File: src/rtl/writeback_stage_if.sv
`default_nettype none
`timescale 1ns/1ps
// ============================================================================
// Module   : writeback_stage_if
// Purpose  : Memory-stage handshake, load return and register-file write bus
//            of the writeback stage.
// Revision : 1.0
// ============================================================================
interface writeback_stage_if #(
  parameter int XLEN           = 32,
  parameter int REG_ADDR_WIDTH = 5
) ();
  logic                      i_Valid;
  logic                      o_Ready;
  logic [REG_ADDR_WIDTH-1:0] i_Rd_Addr;
  logic                      i_Rd_Write;
  logic [1:0]                i_Wb_Src;
  logic [XLEN-1:0]           i_Alu_Result;
  logic [XLEN-1:0]           i_Pc_Plus_4;
  logic [XLEN-1:0]           i_Csr_Data;
  logic [1:0]                i_Load_Size;
  logic                      i_Load_Unsigned;
  logic [XLEN-1:0]           i_Load_Data;
  logic                      i_Load_Data_Valid;
  logic                      o_Write_Enable;
  logic [REG_ADDR_WIDTH-1:0] o_Write_Addr;
  logic [XLEN-1:0]           o_Write_Data;
  logic                      o_Fwd_Valid;
  logic                      o_Misaligned;
  logic [63:0]               o_Instret;

  // Upstream pipeline / data memory / register file side
  modport master (
    output i_Valid, i_Rd_Addr, i_Rd_Write, i_Wb_Src, i_Alu_Result,
           i_Pc_Plus_4, i_Csr_Data, i_Load_Size, i_Load_Unsigned,
           i_Load_Data, i_Load_Data_Valid,
    input  o_Ready, o_Write_Enable, o_Write_Addr, o_Write_Data,
           o_Fwd_Valid, o_Misaligned, o_Instret
  );

  // Writeback stage side
  modport slave (
    input  i_Valid, i_Rd_Addr, i_Rd_Write, i_Wb_Src, i_Alu_Result,
           i_Pc_Plus_4, i_Csr_Data, i_Load_Size, i_Load_Unsigned,
           i_Load_Data, i_Load_Data_Valid,
    output o_Ready, o_Write_Enable, o_Write_Addr, o_Write_Data,
           o_Fwd_Valid, o_Misaligned, o_Instret
  );
endinterface
`default_nettype wire

File: src/rtl/writeback_stage.sv
`default_nettype none
`timescale 1ns/1ps
// ============================================================================
// Module   : writeback_stage
// Purpose  : Final pipeline stage; selects the retiring result (ALU, load,
//            PC+4, CSR), drives the register-file write port and forwarding.
// Config   : WB_INSTRET_EN enables the 64-bit retired-instruction counter.
// Revision : 1.0
// ============================================================================
module writeback_stage #(
  parameter int XLEN           = 32,
  parameter int REG_ADDR_WIDTH = 5
) (
  input  logic             i_Clock,
  input  logic             i_Reset_N,
  writeback_stage_if.slave wb
);

  localparam logic [1:0] SRC_ALU   = 2'b00;
  localparam logic [1:0] SRC_LOAD  = 2'b01;
  localparam logic [1:0] SRC_PC4   = 2'b10;
  localparam logic [1:0] SRC_CSR   = 2'b11;
  localparam logic [1:0] SIZE_BYTE = 2'b00;
  localparam logic [1:0] SIZE_HALF = 2'b01;

  typedef enum logic [1:0] {
    ST_EMPTY     = 2'd0,
    ST_HOLD      = 2'd1,
    ST_WAIT_LOAD = 2'd2
  } state_e;

  state_e                    state_q;
  logic [REG_ADDR_WIDTH-1:0] rd_addr_q;
  logic                      rd_write_q;
  logic [1:0]                wb_src_q;
  logic [XLEN-1:0]           alu_q;
  logic [XLEN-1:0]           pc4_q;
  logic [XLEN-1:0]           csr_q;
  logic [1:0]                load_size_q;
  logic                      load_unsigned_q;

  logic                      commit;
  logic                      ready;
  logic                      transfer;
  logic [1:0]                offset;
  logic [7:0]                ld_byte;
  logic [15:0]               ld_half;
  logic [XLEN-1:0]           load_value;
  logic [XLEN-1:0]           result;
  logic                      misaligned;

  // A stage slot frees in the same cycle it commits, giving 1 instr/cycle.
  assign commit   = (state_q == ST_HOLD) |
                    ((state_q == ST_WAIT_LOAD) & wb.i_Load_Data_Valid);
  assign ready    = (state_q == ST_EMPTY) | commit;
  assign transfer = wb.i_Valid & ready;

  always_ff @(posedge i_Clock or negedge i_Reset_N) begin
    if (!i_Reset_N) begin
      state_q         <= ST_EMPTY;
      rd_addr_q       <= '0;
      rd_write_q      <= 1'b0;
      wb_src_q        <= SRC_ALU;
      alu_q           <= '0;
      pc4_q           <= '0;
      csr_q           <= '0;
      load_size_q     <= SIZE_BYTE;
      load_unsigned_q <= 1'b0;
    end else begin
      unique case (state_q)
        ST_EMPTY, ST_HOLD, ST_WAIT_LOAD: begin
          if (transfer) begin
            state_q <= (wb.i_Wb_Src == SRC_LOAD) ? ST_WAIT_LOAD : ST_HOLD;
          end else if (commit) begin
            state_q <= ST_EMPTY;
          end
        end
        default: state_q <= ST_EMPTY;
      endcase

      if (transfer) begin
        rd_addr_q       <= wb.i_Rd_Addr;
        rd_write_q      <= wb.i_Rd_Write;
        wb_src_q        <= wb.i_Wb_Src;
        alu_q           <= wb.i_Alu_Result;
        pc4_q           <= wb.i_Pc_Plus_4;
        csr_q           <= wb.i_Csr_Data;
        load_size_q     <= wb.i_Load_Size;
        load_unsigned_q <= wb.i_Load_Unsigned;
      end
    end
  end

  assign offset = alu_q[1:0];

  // Load data arrives word-aligned; extract the addressed lane, then extend.
  always_comb begin
    ld_byte = wb.i_Load_Data[7:0];
    unique case (offset)
      2'd0: ld_byte = wb.i_Load_Data[7:0];
      2'd1: ld_byte = wb.i_Load_Data[15:8];
      2'd2: ld_byte = wb.i_Load_Data[23:16];
      2'd3: ld_byte = wb.i_Load_Data[31:24];
      default: ld_byte = wb.i_Load_Data[7:0];
    endcase
    ld_half = offset[1] ? wb.i_Load_Data[31:16] : wb.i_Load_Data[15:0];
  end

  always_comb begin
    load_value = wb.i_Load_Data;
    unique case (load_size_q)
      SIZE_BYTE: load_value = {{(XLEN-8){~load_unsigned_q & ld_byte[7]}}, ld_byte};
      SIZE_HALF: load_value = {{(XLEN-16){~load_unsigned_q & ld_half[15]}}, ld_half};
      default:   load_value = wb.i_Load_Data;
    endcase
  end

  always_comb begin
    result = alu_q;
    unique case (wb_src_q)
      SRC_ALU:  result = alu_q;
      SRC_LOAD: result = load_value;
      SRC_PC4:  result = pc4_q;
      SRC_CSR:  result = csr_q;
      default:  result = alu_q;
    endcase
  end

  // Size 11 is treated as a word access, so any nonzero offset faults.
  assign misaligned = (wb_src_q == SRC_LOAD) &
                      (((load_size_q == SIZE_HALF) & offset[0]) |
                       (load_size_q[1] & (offset != 2'b00)));

  assign wb.o_Ready        = ready;
  assign wb.o_Write_Enable = commit & rd_write_q & (rd_addr_q != '0) & ~misaligned;
  assign wb.o_Fwd_Valid    = wb.o_Write_Enable;
  assign wb.o_Write_Addr   = rd_addr_q;
  assign wb.o_Write_Data   = result;
  assign wb.o_Misaligned   = commit & misaligned;

`ifdef WB_INSTRET_EN
  logic [63:0] instret_q;

  always_ff @(posedge i_Clock or negedge i_Reset_N) begin
    if (!i_Reset_N) begin
      instret_q <= 64'd0;
    end else if (commit) begin
      instret_q <= instret_q + 64'd1;
    end
  end

  assign wb.o_Instret = instret_q;
`else
  assign wb.o_Instret = 64'd0;
`endif

endmodule
`default_nettype wire

File: src/flat_wrapper.sv
// flat-port wrapper written by rule: the top's interface ports become plain ports
module writeback_stage_flat 
#(
  parameter int XLEN           = 32,
  parameter int REG_ADDR_WIDTH = 5
)
  (i_Clock, i_Reset_N, wb_i_Valid, wb_i_Rd_Addr, wb_i_Rd_Write, wb_i_Wb_Src, wb_i_Alu_Result, wb_i_Pc_Plus_4, wb_i_Csr_Data, wb_i_Load_Size, wb_i_Load_Unsigned, wb_i_Load_Data, wb_i_Load_Data_Valid, wb_o_Ready, wb_o_Write_Enable, wb_o_Write_Addr, wb_o_Write_Data, wb_o_Fwd_Valid, wb_o_Misaligned, wb_o_Instret);
  writeback_stage_if #(.XLEN(XLEN), .REG_ADDR_WIDTH(REG_ADDR_WIDTH)) wb_i ();
  input  logic i_Clock;
  input  logic i_Reset_N;
  input wire logic [$bits(wb_i.i_Valid)-1:0] wb_i_Valid;
  input wire logic [$bits(wb_i.i_Rd_Addr)-1:0] wb_i_Rd_Addr;
  input wire logic [$bits(wb_i.i_Rd_Write)-1:0] wb_i_Rd_Write;
  input wire logic [$bits(wb_i.i_Wb_Src)-1:0] wb_i_Wb_Src;
  input wire logic [$bits(wb_i.i_Alu_Result)-1:0] wb_i_Alu_Result;
  input wire logic [$bits(wb_i.i_Pc_Plus_4)-1:0] wb_i_Pc_Plus_4;
  input wire logic [$bits(wb_i.i_Csr_Data)-1:0] wb_i_Csr_Data;
  input wire logic [$bits(wb_i.i_Load_Size)-1:0] wb_i_Load_Size;
  input wire logic [$bits(wb_i.i_Load_Unsigned)-1:0] wb_i_Load_Unsigned;
  input wire logic [$bits(wb_i.i_Load_Data)-1:0] wb_i_Load_Data;
  input wire logic [$bits(wb_i.i_Load_Data_Valid)-1:0] wb_i_Load_Data_Valid;
  output wire logic [$bits(wb_i.o_Ready)-1:0] wb_o_Ready;
  output wire logic [$bits(wb_i.o_Write_Enable)-1:0] wb_o_Write_Enable;
  output wire logic [$bits(wb_i.o_Write_Addr)-1:0] wb_o_Write_Addr;
  output wire logic [$bits(wb_i.o_Write_Data)-1:0] wb_o_Write_Data;
  output wire logic [$bits(wb_i.o_Fwd_Valid)-1:0] wb_o_Fwd_Valid;
  output wire logic [$bits(wb_i.o_Misaligned)-1:0] wb_o_Misaligned;
  output wire logic [$bits(wb_i.o_Instret)-1:0] wb_o_Instret;
  assign wb_i.i_Valid = wb_i_Valid;
  assign wb_i.i_Rd_Addr = wb_i_Rd_Addr;
  assign wb_i.i_Rd_Write = wb_i_Rd_Write;
  assign wb_i.i_Wb_Src = wb_i_Wb_Src;
  assign wb_i.i_Alu_Result = wb_i_Alu_Result;
  assign wb_i.i_Pc_Plus_4 = wb_i_Pc_Plus_4;
  assign wb_i.i_Csr_Data = wb_i_Csr_Data;
  assign wb_i.i_Load_Size = wb_i_Load_Size;
  assign wb_i.i_Load_Unsigned = wb_i_Load_Unsigned;
  assign wb_i.i_Load_Data = wb_i_Load_Data;
  assign wb_i.i_Load_Data_Valid = wb_i_Load_Data_Valid;
  assign wb_o_Ready = wb_i.o_Ready;
  assign wb_o_Write_Enable = wb_i.o_Write_Enable;
  assign wb_o_Write_Addr = wb_i.o_Write_Addr;
  assign wb_o_Write_Data = wb_i.o_Write_Data;
  assign wb_o_Fwd_Valid = wb_i.o_Fwd_Valid;
  assign wb_o_Misaligned = wb_i.o_Misaligned;
  assign wb_o_Instret = wb_i.o_Instret;
  writeback_stage #(.XLEN(XLEN), .REG_ADDR_WIDTH(REG_ADDR_WIDTH)) u_core (.i_Clock(i_Clock), .i_Reset_N(i_Reset_N), .wb(wb_i));
endmodule
File: config.mk
export PLATFORM = sky130hd
export DESIGN_NAME = writeback_stage_flat
export DESIGN_NICKNAME = d
export VERILOG_FILES = /design/src/rtl/writeback_stage_if.sv /design/src/rtl/writeback_stage.sv /design/src/flat_wrapper.sv
export SDC_FILE = /design/constraint.sdc
export NUM_CORES = 1
export LEC_CHECK = 0
export BUFFER_PORTS_ARGS = -buffer_cell sky130_fd_sc_hd__clkbuf_2
export CORE_AREA = 2 2 109 163
export DETAILED_ROUTE_END_ITERATION = 16
export DIE_AREA = 0 0 111 165
export PLACE_DENSITY = 0.75
export SLEW_MARGIN = 30
export SYNTH_ARGS = -nofsm -noshare
export SYNTH_HDL_FRONTEND = slang
export SYNTH_SLANG_ARGS = --single-unit
export TNS_END_PERCENT = 1
File: constraint.sdc
create_clock -name i_Clock -period 2.03 [get_ports i_Clock]
set_input_delay 0.406 -clock i_Clock [delete_from_list [all_inputs] [get_ports i_Clock]]
set_output_delay 0.406 -clock i_Clock [all_outputs]
set_load 0.05 [all_outputs]
After elaboration in Yosys (flattened, before gate mapping) --
Cells that the tools add are included.
Storage, ports and cells: flip-flop bits (word level) 109, input bits 143, output and inout bits 105
Cells by class: equality and inequality tests 11, reductions and logical operators 7, bitwise operators 16, mux-type cells 8
Operators by type and width (count):
- $pmux W32 S4 | 1
- $pmux W32 S2 | 1
- $pmux W8 S4 | 1
- $mux W16 | 1
- $and A1 B1 Y1 | 11
- $eq A2 B1 Y1 const B | 5
- $eq A2 B2 Y1 const B | 5
- $logic_not A2 Y1 | 4
- $mux W2 | 4
- $reduce_bool A5 Y1 | 1
- $ne A3 B1 Y1 const B | 1
- $or A1 B1 Y1 | 3
- $reduce_or A3 Y1 | 1
- $not A1 Y1 | 2
- $reduce_bool A2 Y1 | 1

Longest topological paths before layout --
depth in word-level cells 7, mapped depth 7, gate-level depth less buffers 4

Worst setup path before layout --
OpenSTA, ideal clock, no wires.
path type reg-to-output, start register u_core.wb_src_q[0], end output wb_o_Write_Enable, cell stages (with the launch flop) 7, buffers on the path 3, arrival 2.526 ns, path slack -0.902 ns, cells stage by stage dfrtp_1 buf_2 nand2b_1 clkbuf_1 a21oi_1 nor3_1 buf_4
Between the ends: longest elaborated chain between the ends 4
RTL lines:
- start: declaration | line writeback_stage.sv:35 | logic [1:0] wb_src_q;
- start signal: assignment | line writeback_stage.sv:84 | wb_src_q <= wb.i_Wb_Src;
- $eq A2 B1 Y1 | line writeback_stage.sv:130 | assign misaligned = (wb_src_q == SRC_LOAD) &
- $and A1 B1 Y1 | line writeback_stage.sv:130
- $not A1 Y1 | line writeback_stage.sv:135 | assign wb.o_Write_Enable = commit & rd_write_q & (rd_addr_q != '0) & ~misaligned;
- $and A1 B1 Y1 | line writeback_stage.sv:135
- end: declaration | line flat_wrapper.sv:23 | output wire logic [$bits(wb_i.o_Write_Enable)-1:0] wb_o_Write_Enable;
Every way passes these cells.

Final worst setup path --
start register u_core.alu_q[1], end output wb_o_Write_Data[11]
Between the ends: longest elaborated chain between the ends 5, elaborated cells on any way between the ends 9
RTL lines:
- start: declaration | line writeback_stage.sv:36 | logic [XLEN-1:0] alu_q;
- start signal: assignment | line writeback_stage.sv:85 | alu_q <= wb.i_Alu_Result;
- $eq A2 B2 Y1, or another cell as far along | line writeback_stage.sv:99 | unique case (offset)
- $pmux W8 S4 | line writeback_stage.sv:99
- $and A1 B1 Y1 | line writeback_stage.sv:112 | SIZE_BYTE: load_value = {{(XLEN-8){~load_unsigned_q & ld_byte[7]}}, ld_byte};
- $pmux W32 S2 (*) | line writeback_stage.sv:111 | unique case (load_size_q)
- $pmux W32 S4 (*) | line writeback_stage.sv:120 | unique case (wb_src_q)
- end: declaration | line flat_wrapper.sv:25 | output wire logic [$bits(wb_i.o_Write_Data)-1:0] wb_o_Write_Data;
Every way passes the cells marked *; elsewhere a longest branch is shown, timed or not.

==> metrics.log <==
INFO  metric yosys-mux-area-fraction = 27.03%
INFO  metric layout.nets = 884
INFO  metric clock.fmax = 390.6 MHz
INFO  metric synth_edf_count = 0
INFO  metric synth_xor_area_share = 0%
INFO  metric hold_path_class = in -> reg
INFO  metric die-area = 18320 µm²
INFO  metric grt_first_pass_wirelength = 27.90 mm
INFO  metric sequential_area_share_after_synthesis = 43.32%
INFO  metric yosys_warnings = 0
INFO  metric synthSimpleGateAreaFrac = 6.101%
INFO  metric cts.root.buffer_cell = clkbuf_16
INFO  metric pwr_density_cell = 949.2 nW/µm²
INFO  metric grt_setup_unrepaired = yes
INFO  metric worst_skew_pair_later_pin_latency = 350 ps
INFO  metric critical_path.startpoint_type = flip-flop
INFO  metric setup_viol = 35
INFO  metric post_synth_inst_count = 543
INFO  metric place.port_buffers = 183
INFO  metric fin_setup_tns = -15870 ps
INFO  metric yosys.area_share.adder = 0%
INFO  metric boundaryPins = 248
INFO  metric syn2layout_area_growth = 34.48%
INFO  metric placementRows = 58
INFO  metric failed_checks = setup timing
INFO  metric via_per_inst = 5.204
INFO  metric finalHoldViolations = 0
INFO  metric finalWirelength = 18.38 mm
INFO  metric layout-drive-gt1-share = 55.23%
INFO  metric path_class = reg -> out
INFO  metric ys_seq_elements = 109
INFO  metric tritoncts_sink_count = 109
INFO  metric synth_area_per_cell = 11.59 µm²
INFO  metric worst_ep_required_time = 1620 ps
INFO  metric grt_antenna_before_repair = 2
INFO  metric gp_congestion = 0.8126
INFO  metric cap_viol_max_count = 0
INFO  metric cp_data_arrival_time = 2150 ps
INFO  metric cts-root-to-sink-buffers = 2
INFO  metric endpoint_kind_of_the_worst_setup_timing_path = output port
INFO  metric cts-buffers-inserted = 9
INFO  metric antenna_violating_nets_post_route = 0
INFO  metric dominant_combinational_cell_family_by_area_after_synthesis = multiplexers
INFO  metric die_y = 165 µm
INFO  metric place_hpwl = 14.34 mm
INFO  metric async_reset_ff_share = 100.0%
INFO  metric floorplan.die.width = 111 µm
INFO  metric clk_pin_slew_worst_paths = 80 ps
INFO  metric fin_skew = 6.205 ps
INFO  metric status = finished, violations left
INFO  metric final.period_utilization = 126.1%
INFO  metric remaining_drc_errors = 0
INFO  metric critical_path_peak_fanout = 7
INFO  metric design.core.area = 16760 µm²
INFO  metric setup_ws = -529.9 ps
INFO  metric number_of_global_route_vias_before_repair = 4969
INFO  metric vias = 4985
INFO  metric leakage = 3.968 nW
INFO  metric timing.final.max_slew_violations = 0
INFO  metric worst_case_hold_slack = 283.2 ps
INFO  metric grt-ovfl-total = 0
INFO  metric average_detailed_routed_wire_length_per_instance = 19.19 µm
INFO  metric tritoncts = built
INFO  metric syn_area = 6296 µm²
INFO  metric grt_start_max_net_pins = 46
INFO  metric synth_cell_types = 39
INFO  metric drt-initial-drc-count = 161
INFO  metric period_needed = 2560 ps
INFO  metric synth_compound_area_share = 11.88%
INFO  metric clock_tree.htree_level_count = 3
INFO  metric grt_util_all_layers = 19.85%
INFO  metric start_util = 37.56%
INFO  metric largest_vdd_supply_drop = 561.6 µV
INFO  metric drt_first_pass_iters = 4
INFO  metric synth_ff_type = dfrtp_1
==> cell type report <==
class / count / area, µm²
well taps: 210 / 262.8
inverters: 9 / 33.78
diodes: 2 / 5.005
repair buffers: 229 / 1839
multi-input cells: 383 / 3312
flip-flops and latches: 109 / 2736
clock inverters: 5 / 45.04
clock buffers: 11 / 232.7
fillers: 1489 / 8297
==> layer usage <==
layer / GRT usage, % / up-vias / share of wire, %
met3: 3.376 / 42 / 5.5
met4: 9.489 / 0 / 3.7
met1: 24.18 / 2459 / 40
li1: - / 2250 / -
met5: 0 / - / 0
met2: 34.30 / 234 / 50
==> cells in the mapped netlist, drive strengths merged, types with 3 or more instances <==
master	n	area, µm²
mux2	111	1250
dfrtp	109	2728
buf	91	644.4
nor2	31	116.4
mux2i	29	290.3
a211o	17	148.9
a22o	17	148.9
a21oi	14	70.07
clkbuf	14	52.55
nor2b	13	81.33
nand2	11	41.29
a22oi	9	67.56
inv	9	33.78
a211oi	8	65.06
o22ai	8	50.05
mux4	7	161.4
or3	7	43.79
o221ai	6	52.55
a221o	5	50.05
o21ai	5	25.02
and2	3	18.77
nor3	3	15.01
==> registers in the layout, indices dropped and copies added (netlist names) <==
register and cells:
u_core.alu_q 32, u_core.csr_q 32, u_core.load_size_q 2, u_core.load_unsigned_q 1, u_core.pc4_q 32, u_core.rd_write_q 1, u_core.state_q 2, u_core.wb.o_Write_Addr 5
u_core.wb_src_q 2
==> cells in the final DEF (no fill, tap or decap), types with 8 or more instances in the layout <==
cell type,synthesis,routed
mux2_2,111,111
buf_12,0,32
nand2_1,11,10
o22ai_1,8,8
mux2i_1,29,29
nor2_1,31,29
a22o_1,17,17
clkbuf_8,0,10
a21oi_1,14,10
buf_4,68,35
clkbuf_2,0,147
clkbuf_16,0,9
a22oi_1,9,9
dfrtp_1,109,102
a211o_4,0,10
inv_1,9,9
conb_1,1,64
nor2b_1,13,10
==> worst max-delay path, cell delays in order (launching register included) <==
cell and delay, ps:
dfrtp_1 420, mux4_2 530, nand2_2 90, nor3_1 70
buf_12 160, or3_4 380, buf_12 160
==> power by group <==
| part | internal, W | switching (W) |
|---|---|---|
| clock network | 0.000853 | 0.000843 |
| logic | 0.00168 | 0.00201 |
| registers | 0.00247 | 0.000178 |
==> metrics by stage <==
stage               total power, W  util (%)  area, µm²  instances  setup slack [ps]
finish                    0.008037     50.51       8467        958            -529.9
global route              0.008378     50.51       8467        958            -631.7
global placement          0.006208     47.77       8008        938            -261.9
CTS                       0.008095     50.40       8449        956            -549.8
detailed placement        0.006254     47.77       8008        938            -296.3
floorplan                 0.005028         -       6729        606            -84.11
==> repair_timing <==
action                     CTS  global route
hold buffers                 1             0
setup buffers                1             0
hold endpoints to repair    21             0
gates resized for setup     38             6
gates cloned                 0             0
pin swaps                    3             1
setup endpoints to repair   35            35
==> final timing paths <==
check | end | start | cells after the start | slack (ps)
worst min register to register | u_core.alu_q[23] | u_core.alu_q[23] | 1 | 510
worst max register to register | u_core.pc4_q[25] | u_core.state_q[0] | 4 | 350
worst min-delay path | u_core.wb.o_Write_Addr[4] | wb_i_Rd_Addr[4] | 2 | 280
max in group asynchronous | u_core.wb_src_q[1] | i_Reset_N | 3 | 950
min in group asynchronous | u_core.alu_q[20] | i_Reset_N | 2 | 500
worst max-delay path | wb_o_Write_Data[11] | u_core.alu_q[1] | 6 | -530
==> cells by family after synthesis <==
kind of cell | Yosys count
AOI/OAI and AO/OA | 95
buffers and inverters | 114
DFF | 109
muxes | 147
other | 1
and+or+nand+nor | 77
(Power assumes the default switching activity.)
